File: config.mk
export PLATFORM = sky130hd
export DESIGN_NAME = uart_tx_arbiter
export DESIGN_NICKNAME = d
export VERILOG_FILES = /design/src/rtl/uart_tx_arbiter.sv
export SDC_FILE = /design/constraint.sdc
export NUM_CORES = 1
export LEC_CHECK = 0
export ABC_AREA = 1
export CAP_MARGIN = 30
export CORE_MARGIN = 1.5
export CORE_UTILIZATION = 45
export CTS_CLUSTER_DIAMETER = 150
export DETAILED_ROUTE_END_ITERATION = 6
export HOLD_SLACK_MARGIN = 0.15
export MAX_ROUTING_LAYER = met4
export PLACE_DENSITY = 0.8
export SLEW_MARGIN = 0
export SYNTH_ARGS = -nofsm -noshare
export SYNTH_HDL_FRONTEND = slang
export SYNTH_SLANG_ARGS = --single-unit
export TNS_END_PERCENT = 1
File: constraint.sdc
create_clock -name clkTx -period 2.15 [get_ports clkTx]
set_clock_uncertainty 0.1 [all_clocks]
set_input_delay 0.43 -clock clkTx [delete_from_list [all_inputs] [get_ports clkTx]]
set_output_delay 0.43 -clock clkTx [all_outputs]
set_load 0.005 [all_outputs]
File: src/rtl/uart_tx_arbiter.sv
// Round-robin arbiter sharing one UART transmitter among NUM_REQ byte sources.
// Optional `UART_ARB_PRIORITY_EN makes requester 0 always win when it requests.
module uart_tx_arbiter #(
    parameter int NUM_REQ      = 4,
    parameter int CLKS_PER_BIT = 87,
    parameter int GUARD        = 2
) (
    input  logic                   clkTx,
    input  logic                   resetreg,
    input  logic [NUM_REQ-1:0]     req,
    input  logic [8*NUM_REQ-1:0]   reqData,
    output logic [NUM_REQ-1:0]     grant,
    output logic [7:0]             txData,
    output logic                   txStart,
    output logic                   busy
);

    localparam int FRAME = 10 * CLKS_PER_BIT + GUARD;
    localparam int IDX_W = (NUM_REQ > 1) ? $clog2(NUM_REQ) : 1;
    localparam logic [15:0] FRAME_LAST = 16'(FRAME - 1);
    localparam logic [IDX_W-1:0] LAST_RESET = IDX_W'(NUM_REQ - 1);

    generate
        if (FRAME > 65535) begin : g_frame_too_long
            $error("uart_tx_arbiter: FRAME exceeds the 16-bit frame counter");
        end
        if (NUM_REQ < 2 || NUM_REQ > 8) begin : g_bad_num_req
            $error("uart_tx_arbiter: NUM_REQ must be in 2..8");
        end
    endgenerate

    typedef enum logic [1:0] {
        S_IDLE,
        S_ISSUE,
        S_WAIT
    } state_t;

    state_t              state_q, state_d;
    logic [15:0]         count_q, count_d;
    logic [IDX_W-1:0]    last_q, last_d;
    logic [IDX_W-1:0]    win_q, win_d;
    logic [7:0]          tx_data_q, tx_data_d;
    logic                tx_start_q, tx_start_d;
    logic [NUM_REQ-1:0]  grant_q, grant_d;

    logic                found;
    logic [IDX_W-1:0]    winner;
    logic [IDX_W-1:0]    cand;
    logic [7:0]          sel_data;

    // Winner search starts just after the last granted index and wraps.
    always_comb begin
        found  = 1'b0;
        winner = '0;
        cand   = '0;
`ifdef UART_ARB_PRIORITY_EN
        if (req[0]) begin
            found  = 1'b1;
            winner = '0;
        end
        for (int o = 1; o < NUM_REQ; o++) begin
            cand = IDX_W'(((int'(last_q) + o - 1) % (NUM_REQ - 1)) + 1);
            if (!found && req[cand]) begin
                found  = 1'b1;
                winner = cand;
            end
        end
`else
        for (int o = 1; o <= NUM_REQ; o++) begin
            cand = IDX_W'((int'(last_q) + o) % NUM_REQ);
            if (!found && req[cand]) begin
                found  = 1'b1;
                winner = cand;
            end
        end
`endif
        sel_data = 8'h00;
        for (int i = 0; i < NUM_REQ; i++) begin
            if (winner == IDX_W'(i)) begin
                sel_data = reqData[i*8 +: 8];
            end
        end
    end

    // txStart and grant are registered, so they pulse in the cycle after ISSUE.
    always_comb begin
        state_d    = state_q;
        count_d    = count_q;
        last_d     = last_q;
        win_d      = win_q;
        tx_data_d  = tx_data_q;
        tx_start_d = 1'b0;
        grant_d    = '0;
        case (state_q)
            S_IDLE: begin
                if (found) begin
                    win_d     = winner;
                    tx_data_d = sel_data;
                    state_d   = S_ISSUE;
                end
            end
            S_ISSUE: begin
                tx_start_d = 1'b1;
                for (int i = 0; i < NUM_REQ; i++) begin
                    grant_d[i] = (win_q == IDX_W'(i));
                end
                count_d = 16'd0;
`ifdef UART_ARB_PRIORITY_EN
                if (win_q != '0) begin
                    last_d = win_q;
                end
`else
                last_d = win_q;
`endif
                state_d = S_WAIT;
            end
            S_WAIT: begin
                count_d = count_q + 16'd1;
                if (count_q == FRAME_LAST) begin
                    state_d = S_IDLE;
                end
            end
            default: state_d = S_IDLE;
        endcase
    end

    always_ff @(posedge clkTx or posedge resetreg) begin
        if (resetreg) begin
            state_q    <= S_IDLE;
            count_q    <= 16'd0;
            last_q     <= LAST_RESET;
            win_q      <= '0;
            tx_data_q  <= 8'h00;
            tx_start_q <= 1'b0;
            grant_q    <= '0;
        end else begin
            state_q    <= state_d;
            count_q    <= count_d;
            last_q     <= last_d;
            win_q      <= win_d;
            tx_data_q  <= tx_data_d;
            tx_start_q <= tx_start_d;
            grant_q    <= grant_d;
        end
    end

    assign grant   = grant_q;
    assign txData  = tx_data_q;
    assign txStart = tx_start_q;
    assign busy    = (state_q != S_IDLE);

endmodule

==> results.txt <==
- The flow ran to the end, and the final reports show no timing, DRC or antenna violations.
- The internal power of the cells totals 2.937 mW.
- The clock period could shrink to 2.112 ns.
* Post-DRT Antenna Nets: 0
* Count of TritonRoute iterations in the first routing pass: 4
- The synthesized design spends more area on one cell type than any other, namely sky130_fd_sc_hd__dfrtp_1.
- Clock share of power: 0.118
- Clock tree root buffer cell: sky130_fd_sc_hd__clkbuf_8
* Switching part of the total power: 0.4342
* Gr ovfl total: 0
- Final hold viol count: 0
* Per-cell routed wire length: 12.65 µm
- Clock insertion delay at the later pin of the skew report: 0.29 ns
- Clk buf depth: 2
* Number of standard-cell rows in the floorplan: 25
* Power density over the cells: 1572 mW/mm²
- Setup slack on the worst flop-to-flop path: 0.04 ns
- Leaving out fill and tap cells, the most frequent cells in the layout are sky130_fd_sc_hd__nand2_1 (74), sky130_fd_sc_hd__clkdlybuf4s50_1 (50), sky130_fd_sc_hd__inv_1 (34), sky130_fd_sc_hd__dfrtp_1 (33), sky130_fd_sc_hd__buf_4 (23).
- Number of hold buffers added after cts: 0
- Met1 WL: 2393 µm
* Share of layout cells above drive strength 1: 0.2487
- In this run the number of H-tree levels came out at 2.
- Wire segments on met3 add up to approximately 360 µm in the final route.
- DR top layer: met4
- Area of the mapped netlist: 0.002208 mm²
- The worst setup path is of the flip-flop to flip-flop kind.
* DP Cell Count: 432
* Mean post-synth cell area: 7.486 µm²
- Entering global routing, the biggest net connects 36 pins.
- Synthesized netlist cell count: roughly 300
- The core region is around 0.0047 mm².
* Boundary pin count: 52
- Number of global-route vias before repair: 2109
- Number of library cell types mapped by synthesis: 29
* Sinks on the clock net: 35
* Met2 routed WL: approximately 2800 µm
- The most used flip-flop cell after synthesis is sky130_fd_sc_hd__dfrtp_1.
- Final Cycle Share: 0.9822
- Worst setup endpoint: count_q[12]
- The count of pins over their slew limit came to 0.
* Area growth from synthesis to layout: 49.52%
- Initial Utilization: 0.4675
* Count of flip-flops with a built-in enable after synthesis: 0
- TritonCTS built the clock tree.
- Area of the multi-input gates: 0.001239 mm²
* Required @ worst endpoint: 2.22 ns
- Total wire length after detailed routing: between 5000 and 6000 µm
* Leakage Power: 1.582 nW
- When the netlist entered floorplanning its net count stood at 338.
* Register share of total power: 0.196
* Register Area: 878.3 µm²
* Clock Pin Slew Worst Setup and Hold Paths: 0.07 ns
* Vertical die dimension: 73.06 µm
- Yosys printed 0 warnings.
- Data arrival time of the critical path: 2.18 ns
- Total die area: 0.005337 mm²
- In the synthesized netlist the async set-or-reset flop fraction comes to 1.000.
- IR analysis of the VDD net gives a maximum drop of 955.1 µV.
- Placed wire-length estimate after detailed placement: between 3000 and 4000 µm
- Setup repair after global routing could not meet its margin everywhere.
* Ant diodes: 0
- The tool flagged a number of max-cap violations equal to 0.
* Initial antenna violation count: 0
* End of the worst register-to-register path: count_q[12]
* Filler cell count: 361
* Pin slew with the least headroom to its limit: around 0.44 ns
- At the end of the flow, the number of nets in the layout was 420.
* R2R cell count: 11
- P_sw: ~2.3 mW
- The worst setup path is captured at a flip-flop.
- The tightest min-delay check is of the flip-flop to flip-flop type.
- Post-synth top area share: 0.3739
- Routability congestion estimate: 0.9243
- For this run, the top clock speed supported by timing is 0.4735 GHz.
- Start point of the critical path: state_q[1]
- DRC violations left: 0
- Of the synthesized area, sequential elements account for 0.3977.
- The die is around 73 µm wide.
* Initial DRC Count: 169
- In this run the most critical hold path is launched from count_q[6].
- Yosys attributes the largest share of cell area to sky130_fd_sc_hd__dfrtp_1 (37%), sky130_fd_sc_hd__nand2_1 (14%), sky130_fd_sc_hd__inv_1 (6.1%).
- Total setup violations reported at the end of the flow: 0
- In the global route stage, overall resource usage came out at 0.2132.
- Share of power burned in combinational logic: 0.686
- In this run the tightest slew margin relative to its limit is 0.7090.
* Post-layout instance count excluding filler cells: 445
- Count of port buffers added during placement: 51
- In this run the critical register-to-register path is launched from state_q[1].
- Leading cell type in the layout, fill and taps excluded: sky130_fd_sc_hd__nand2_1
* Max FO, Critical Path: 4
* Worst Setup Start Kind: flip-flop
- Across all hold checks on the routed design, the worst slack comes to 0.3887 ns.
- Detailed routing inserted a total of 2271 vias.
- Synthesis inferred 35 register bits.
* Post-DR vias/cell: 5.103
* First-pass GRT wire length: 8776 µm
* Total clock buffers created by CTS: 5
## how the worst min path moves through the flow
stage	end	cells after the start
CTS	count_q[6]	1
finish	count_q[6]	1
global placement	txData[2]	2
detailed placement	txData[2]	2
floorplan	grant[1]	1
global route	txData[2]	2
## power by group through the flow
| stage | clock network, mW | logic [mW] | registers [mW] |
|---|---|---|---|
| after floorplan | 0 | 1.95 | 0.985 |
| after global placement | 0 | 2.83 | 1.02 |
| after detailed placement | 0 | 2.92 | 1.02 |
| after CTS | 0.617 | 2.94 | 1.01 |
| after global routing | 0.646 | 3.89 | 1.04 |
| final | 0.612 | 3.56 | 1.02 |
## cells in the mapped netlist (2+ instances only)
cell type	count
sky130_fd_sc_hd__nor2_4	3
sky130_fd_sc_hd__nand2_2	8
sky130_fd_sc_hd__dfstp_2	2
sky130_fd_sc_hd__a21oi_1	16
sky130_fd_sc_hd__o21ai_1	4
sky130_fd_sc_hd__dfrtp_1	33
sky130_fd_sc_hd__nor4_1	2
sky130_fd_sc_hd__ha_1	5
sky130_fd_sc_hd__o21a_1	3
sky130_fd_sc_hd__nor3_1	8
sky130_fd_sc_hd__nand3b_1	4
sky130_fd_sc_hd__inv_1	36
sky130_fd_sc_hd__nand2_4	3
sky130_fd_sc_hd__buf_6	3
sky130_fd_sc_hd__nand4_1	8
sky130_fd_sc_hd__o21ai_0	17
sky130_fd_sc_hd__nand3_2	6
sky130_fd_sc_hd__nor2_1	15
sky130_fd_sc_hd__inv_2	6
sky130_fd_sc_hd__nand2_1	82
sky130_fd_sc_hd__nand3_1	23
## routing by layer
| metal | GRT usage | vias up |
|---|---|---|
| li1 | - | 1120 |
| met1 | 0.2639 | 1040 |
| met2 | 0.3515 | 97 |
| met3 | 0.04282 | 14 |
| met4 | 0.06289 | 0 |
| met5 | - | - |
## per-stage QoR
stage	total power [mW]	setup TNS (ns)	utilization	setup slack [ns]	instance area [µm²]
2_1_floorplan	2.934	0	-	0.1285	2208
3_3_place_gp	3.849	-0.9184	0.6270	-0.1466	2962
3_5_place_dp	3.938	-1.497	0.6270	-0.1938	2962
4_1_cts	4.569	0	0.6551	0.01294	3094
5_1_grt	5.574	-0.5514	0.6991	-0.09501	3302
6_report	5.192	0	0.6991	0.03821	3302
## flip-flops by register name, summed over array words and instances (netlist names)
name / cells
last_q: 2
txData: 8
txStart: 1
state_q: 2
grant: 4
count_q: 16
win_q: 2
## layout make-up
cell class	count	share of cell area
multi-input cells	212	0.3751
flip-flops and latches	35	0.2660
repair buffers	81	0.2478
inverters	42	0.05002
well taps	67	0.02539
clock buffers	6	0.02501
clock inverters	2	0.01061
## critical path: stages, from the launching register on
cell and delay [ns]:
sky130_fd_sc_hd__dfrtp_1 0.39, sky130_fd_sc_hd__inv_2 0.07, sky130_fd_sc_hd__ha_4 0.29, sky130_fd_sc_hd__nand3_4 0.08, sky130_fd_sc_hd__nor3_4 0.20, sky130_fd_sc_hd__nand2_1 0.08
sky130_fd_sc_hd__nor2_1 0.14, sky130_fd_sc_hd__nand2_1 0.10, sky130_fd_sc_hd__nor3_2 0.20, sky130_fd_sc_hd__nand2_1 0.13, sky130_fd_sc_hd__o21ai_2 0.14, sky130_fd_sc_hd__a21oi_1 0.08
## cells by family after synthesis
logic type / share of synthesized area
buffers and inverters: 0.1014
adder cells (fa/ha/maj): 0.02833
flip-flops: 0.3977
AND/OR/NAND/NOR: 0.3694
AO/OA/AOI/OAI: 0.1031
## timing repair
item                                    4_1_cts  5_1_grt
gates resized for setup                       4       37
pin swaps                                     0       11
cloned                                        0        2
setup buffers                                 0        3
endpoints found under the setup margin        3       15
Power figures use the tool's default switching activity.
